<file path="config.mk">
export PLATFORM = sky130hd
export DESIGN_NAME = prog_loader_flat
export DESIGN_NICKNAME = d
export VERILOG_FILES = /design/src/rtl/prog_loader_pkg.sv /design/src/rtl/prog_loader_if.sv /design/src/rtl/prog_loader_byte_packer.sv /design/src/rtl/prog_loader.sv /design/src/flat_wrapper.sv
export SDC_FILE = /design/constraint.sdc
export NUM_CORES = 1
export LEC_CHECK = 0
export CORE_MARGIN = 2
export CORE_UTILIZATION = 60
export CTS_CLUSTER_SIZE = 30
export DETAILED_ROUTE_END_ITERATION = 8
export GPL_ROUTABILITY_DRIVEN = 0
export PLACE_DENSITY = 0.83
export SLEW_MARGIN = 20
export SYNTH_ARGS = -nofsm -noshare
export SYNTH_HDL_FRONTEND = slang
export SYNTH_SLANG_ARGS = --single-unit
</file>
<file path="constraint.sdc">
create_clock -name clock -period 5.43 [get_ports clock]
set_input_delay 0.543 -clock clock [delete_from_list [all_inputs] [get_ports clock]]
set_output_delay 0.543 -clock clock [all_outputs]
set_load 0.05 [all_outputs]
</file>
<file path="src/rtl/prog_loader_pkg.sv">
// Shared definitions for the boot-time program loader: stream framing constants,
// the loader FSM state encoding and the word-packing geometry.
package prog_loader_pkg;

    localparam int HDR_BYTES      = 2;
    localparam int BYTES_PER_WORD = 4;
    localparam int WORD_W         = 8 * BYTES_PER_WORD;
    localparam int CNT_W          = 16;

    typedef enum logic [2:0] {
        HDR_LO,
        HDR_HI,
        DATA,
        CSUM,
        DONE,
        ERR
    } state_t;

    // The loader takes bytes in every state except the two terminal ones.
    function automatic logic accepts_bytes(input state_t s);
        return (s != DONE) && (s != ERR);
    endfunction

endpackage

</file>
<file path="src/rtl/prog_loader_if.sv">
// Byte-stream input and RAM write port of the program loader, bundled as one interface.
// master = host side (byte source / RAM owner), slave = loader side.
interface prog_loader_if #(
    parameter int ADDR_W = 9
) ();

    logic              in_valid;
    logic [7:0]        in_data;
    logic              in_ready;
    logic              mem_we;
    logic [ADDR_W-1:0] mem_addr;
    logic [31:0]       mem_wdata;

    modport master (
        output in_valid,
        output in_data,
        input  in_ready,
        input  mem_we,
        input  mem_addr,
        input  mem_wdata
    );

    modport slave (
        input  in_valid,
        input  in_data,
        output in_ready,
        output mem_we,
        output mem_addr,
        output mem_wdata
    );

endinterface

</file>
<file path="src/rtl/prog_loader_byte_packer.sv">
// Packs an LSB-first byte stream into 32-bit words; word_valid flags the byte that
// completes a word, with the finished word presented combinationally on the same cycle.
module byte_packer
    import prog_loader_pkg::*;
(
    input  logic              clock,
    input  logic              reset,
    input  logic              byte_en,
    input  logic [7:0]        byte_in,
    output logic [WORD_W-1:0] word,
    output logic              word_valid
);

    localparam int LOW_W = WORD_W - 8;

    logic [1:0]       byte_idx;
    logic [LOW_W-1:0] low_bytes;

    // NOTE: sequential state is written only with non-blocking assignments so every
    // register samples the pre-edge values of its neighbours, independent of block order.
    always_ff @(posedge clock) begin
        if (reset) begin
            byte_idx  <= '0;
            low_bytes <= '0;
        end else if (byte_en) begin
            byte_idx  <= byte_idx + 2'd1;
            low_bytes <= {byte_in, low_bytes[LOW_W-1:8]};
        end
    end

    // After three bytes low_bytes holds {b2,b1,b0}; the fourth byte tops off the word.
    assign word_valid = byte_en && (byte_idx == 2'(BYTES_PER_WORD - 1));
    assign word       = {byte_in, low_bytes};

endmodule

</file>
<file path="src/rtl/prog_loader.sv">
// Boot-time program loader: parses a counted, checksummed byte image, writes it to RAM
// word by word, and releases the CPU from reset only once the whole image has verified.
module prog_loader
    import prog_loader_pkg::*;
#(
    parameter int ADDR_W    = 9,
    parameter int MAX_WORDS = 512
) (
    input  logic         clock,
    input  logic         reset,
    prog_loader_if.slave bus,
    output logic         cpu_reset,
    output logic         done,
    output logic         error
);

    localparam logic [CNT_W:0] MAX_LIMIT = (CNT_W + 1)'(MAX_WORDS);

    state_t             state;
    logic [CNT_W-1:0]   word_total;
    logic [CNT_W-1:0]   word_idx;
    logic [7:0]         xor_acc;

    logic               transfer;
    logic               pack_en;
    logic [WORD_W-1:0]  packed_word;
    logic               word_valid;
    logic [CNT_W-1:0]   hdr_total;

    assign transfer  = bus.in_valid && bus.in_ready;
    assign pack_en   = transfer && (state == DATA);
    assign hdr_total = {bus.in_data, word_total[7:0]};

    byte_packer u_packer (
        .clock      (clock),
        .reset      (reset),
        .byte_en    (pack_en),
        .byte_in    (bus.in_data),
        .word       (packed_word),
        .word_valid (word_valid)
    );

    always_ff @(posedge clock) begin
        if (reset) begin
            state         <= HDR_LO;
            word_total    <= '0;
            word_idx      <= '0;
            xor_acc       <= '0;
            bus.in_ready  <= 1'b0;
            bus.mem_we    <= 1'b0;
            bus.mem_addr  <= '0;
            bus.mem_wdata <= '0;
            cpu_reset     <= 1'b1;
            done          <= 1'b0;
            error         <= 1'b0;
        end else begin
            // in_ready is registered from the current state; terminal entries clear it below.
            bus.in_ready <= accepts_bytes(state);
            bus.mem_we   <= 1'b0;

            if (transfer) begin
                xor_acc <= xor_acc ^ bus.in_data;

                unique case (state)
                    HDR_LO: begin
                        word_total[7:0] <= bus.in_data;
                        state           <= HDR_HI;
                    end

                    HDR_HI: begin
                        word_total <= hdr_total;
                        word_idx   <= '0;
                        // Size is checked before any data byte, so an oversize image never writes RAM.
                        if ({1'b0, hdr_total} > MAX_LIMIT) begin
                            state        <= ERR;
                            error        <= 1'b1;
                            bus.in_ready <= 1'b0;
                        end else if (hdr_total == '0) begin
                            state <= CSUM;
                        end else begin
                            state <= DATA;
                        end
                    end

                    DATA: begin
                        if (word_valid) begin
                            bus.mem_we    <= 1'b1;
                            bus.mem_addr  <= word_idx[ADDR_W-1:0];
                            bus.mem_wdata <= packed_word;
                            word_idx      <= word_idx + 16'd1;
                            if (word_idx == word_total - 16'd1) begin
                                state <= CSUM;
                            end
                        end
                    end

                    CSUM: begin
                        bus.in_ready <= 1'b0;
                        if ((xor_acc ^ bus.in_data) == 8'h00) begin
                            state     <= DONE;
                            done      <= 1'b1;
                            cpu_reset <= 1'b0;
                        end else begin
                            state <= ERR;
                            error <= 1'b1;
                        end
                    end

                    default: begin
                    end
                endcase
            end
        end
    end

endmodule
</file>
<file path="src/flat_wrapper.sv">
// flat-port wrapper written by rule: the top's interface ports become plain ports
module prog_loader_flat import prog_loader_pkg::*;
#(
    parameter int ADDR_W    = 9,
    parameter int MAX_WORDS = 512
)
  (clock, reset, cpu_reset, done, error, bus_in_valid, bus_in_data, bus_in_ready, bus_mem_we, bus_mem_addr, bus_mem_wdata);
  prog_loader_if #(.ADDR_W(ADDR_W)) bus_i ();
  input  logic clock;
  input  logic reset;
  output logic cpu_reset;
  output logic done;
  output logic error;
  input wire logic [$bits(bus_i.in_valid)-1:0] bus_in_valid;
  input wire logic [$bits(bus_i.in_data)-1:0] bus_in_data;
  output wire logic [$bits(bus_i.in_ready)-1:0] bus_in_ready;
  output wire logic [$bits(bus_i.mem_we)-1:0] bus_mem_we;
  output wire logic [$bits(bus_i.mem_addr)-1:0] bus_mem_addr;
  output wire logic [$bits(bus_i.mem_wdata)-1:0] bus_mem_wdata;
  assign bus_i.in_valid = bus_in_valid;
  assign bus_i.in_data = bus_in_data;
  assign bus_in_ready = bus_i.in_ready;
  assign bus_mem_we = bus_i.mem_we;
  assign bus_mem_addr = bus_i.mem_addr;
  assign bus_mem_wdata = bus_i.mem_wdata;
  prog_loader #(.ADDR_W(ADDR_W), .MAX_WORDS(MAX_WORDS)) u_core (.clock(clock), .reset(reset), .bus(bus_i), .cpu_reset(cpu_reset), .done(done), .error(error));
endmodule
</file>
==> qor.yml <==
status: "completed"
critical_path_buf_inv_count: 1
post_cts_buffers: 0
critPathMaxFanout: 15
cts.sinks: 115
yosysWarnings: 0
final-hold-violation-count: 0
cts_root_buffer: "clkbuf_8"
drtIter0Drc: 381
ys_async_sr_fraction_pct: 0
cts_hold_buf: 0
rsz0062_at_grt: "no"
slew_violations: 0
setup_violations: 0
clk_latency_ps: 520
grt_pass1_wl_mm: 20.44
grt_max_degree: 57
fill_cells: 551
ys_types: 50
ant_nets: 0
critPathKind: "input port to flip-flop"
start_kind: "input port"
grt_remaining_overflow: 0
die-width_um: 94.97
max_stage_delay_ps: 1060
fin_tns_setup_ps: 0
worst_slew_pin_slew_ps: 1021
drt_pre_antenna_iters: 5
rows: 33
place_area_um2: 5498
dieArea_um2: 9018
drt-wirelength-per-cell_um: 16.64
core-area_um2: 8134
irDropWorstVdd_mv: 0.2139
antenna_found_initial: 0
gr-usage-all-layers_pct: 29.73
tritoncts: "built"
synth-edff-count: 0
hpwl_mm: 7.760
ys.flop_type: "dfxtp_1"
port_buffers: 56
via_per_inst: 5.930
cp_slowest_cell: "a2111oi_0"
cts_buffer_depth: 2
synth_top_area_share_pct: 46.37
n_antenna_cell: 0
yosysTopAreaCell: "dfxtp_1"
fin_crit_sh_pct: 58.16
syn_inst: 621
leakage_uw: 0.002128
dieHeight_um: 94.97
via_count: 4560
critPathTopFamily: "simple AND/OR/NAND/NOR gates"
clkTransAtPathRegs_ps: 60
fin_hold_ws_ps: 451.9
fmax_mhz: 316.7
crit_arrival_ps: 3550
required_ps: 5820
grt_pass1_vias: 4321
synth_area_leaders: "dfxtp_1, nand2_1, a21oi_1, xnor2_1, xor2_1"
period_needed_ps: 3158
avgSynthCellArea_um2: 7.995
p_per_area_nw_per_um2: 357.1
ioPinCount: 57
cts_resized: 0
final_nets: 666
layout-drive-gt1-share_pct: 6.777
finalClockSkew_ps: 7.224
end_kind: "flip-flop"
synth_fp_nets: 636
use_met3_pct: 8.061
grt_util_met2_pct: 49.05
min_path_type: "flip-flop to flip-flop"
grt.busiest_layer: "met2"
cap_violations: 0
cts_inserted_buffers: 17
synth-seq-cells: 115
yosysSeqAreaShare_pct: 46.37
drt-total-wl_mm: 12.80
use_met1_pct: 35.60
worstPathCellList: "clkdlybuf4s50_1 -> nor4bb_1 -> nand2_1 -> a2111oi_0 -> nand3_1 -> xor2_1 -> nor2_1"
maxSlewHeadroom_pct: 30.14
stdcell_area_um2: 6095
htree_levels: 4
initial_core_util_pct: 61.04
syn_area_um2: 4965
drc: 0
area_delta_synth_final_pct: 22.76
[Yosys cell counts (4+ instances only)]
cell	instances
nand3_1	17
inv_1	5
nand4_1	6
a21oi_1	85
xnor2_1	28
dfxtp_1	115
clkbuf_1	39
mux2i_1	9
ha_1	4
buf_1	6
nor2_1	45
nor3_1	11
nor4_1	7
or3_1	4
xor2_1	23
nand2_1	161
a2111oi_0	4
[layer usage]
metal	part of all wire [%]	up-vias
li1	-	2138
met1	41	2167
met2	49	203
met3	6.7	52
met4	3.6	0
met5	0	-
[kinds of logic (layout without fill, tap and decap cells)]
kind of cell	count (synthesis)	in the layout	share of synthesized area, %
xor+xnor	51	51	8.997
compound gates	115	115	13.36
fa+ha+maj	4	4	1.008
flops	115	115	46.37
buf+inv	53	96	4.083
simple gates	274	274	24.37
mux	9	9	1.815
[state kept, by name (all words and copies together), names as in the netlist]
name and cells:
u_core.bus.in_ready 1, u_core.bus.mem_addr 9, u_core.bus.mem_wdata 32, u_core.bus.mem_we 1, u_core.cpu_reset 1, u_core.done 1, u_core.error 1, u_core.state 3
u_core.u_packer.byte_idx 2, u_core.u_packer.low_bytes 24, u_core.word_idx 16, u_core.word_total 16, u_core.xor_acc 8
[path summary, 6_finish.rpt]
path	startpoint	end	slack (ps)	cells after the start
setup / recovery	bus_in_valid	u_core.word_idx[15]	2270	7
hold / removal	u_core.bus.mem_addr[8]	u_core.bus.mem_addr[8]	450	2
setup reg to reg	u_core.word_total[0]	u_core.state[1]	2310	8
hold reg to reg	u_core.bus.mem_addr[8]	u_core.bus.mem_addr[8]	450	2
[power by group]
part,leakage (uW),switching [uW],internal (uW)
clock network,0.000288,408,705
logic,0.000911,113,70.0
registers,0.000929,21.0,859
total,0.00213,542,1630
[through the flow]
step / util (%) / worst slack [ps] / power, uW / instances
2_1_floorplan: - / 2720 / 1033 / 621
4_1_cts: 74.93 / 2348 / 2176 / 769
6_report: 74.93 / 2272 / 2176 / 769
5_1_grt: 74.93 / 2150 / 2241 / 769
3_3_place_gp: 67.59 / 2213 / 1064 / 737
3_5_place_dp: 67.59 / 2032 / 1069 / 737
[layout make-up]
cell class | instances | area, um2 | share of cell area (%)
flip-flops and latches | 115 | 2302 | 37.77
clock buffers | 18 | 417.9 | 6.857
well taps | 105 | 131.4 | 2.156
inverters | 5 | 18.77 | 0.3079
repair buffers | 59 | 578.1 | 9.485
clock inverters | 14 | 178.9 | 2.936
multi-input cells | 453 | 2467 | 40.48
[cells in the final DEF, fill, tap and decap left out, types with 3 or more instances in the layout]
cell type        synthesis  routed
bufinv_16                0       3
and3_1                   3       3
clkdlybuf4s50_1          0      55
ha_1                     4       4
a211oi_1                 3       3
mux2i_1                  9       9
nand2b_1                 3       3
or3_1                    4       4
nand3_1                 17      17
nand2_1                161     161
clkbuf_16                0      16
xnor2_1                 28      28
nor3_1                  11      10
nor2_1                  45      44
buf_4                    0       3
dfxtp_1                115     115
xor2_1                  23      23
inv_1                    5       5
a21oi_1                 85      85
clkinv_4                 0       4
nor4_1                   7       7
nand4_1                  6       6
a2111oi_0                4       4
[worst register-to-register path, stage by stage, from the launching register on]
cell      delay, ps
dfxtp_1         390
inv_1           120
ha_1            350
or4b_1          630
nor3_1          250
xnor2_1          90
or4_1           510
a2111o_1        500
a21o_1          190
Note: power is estimated with default switching activity, not from simulation.
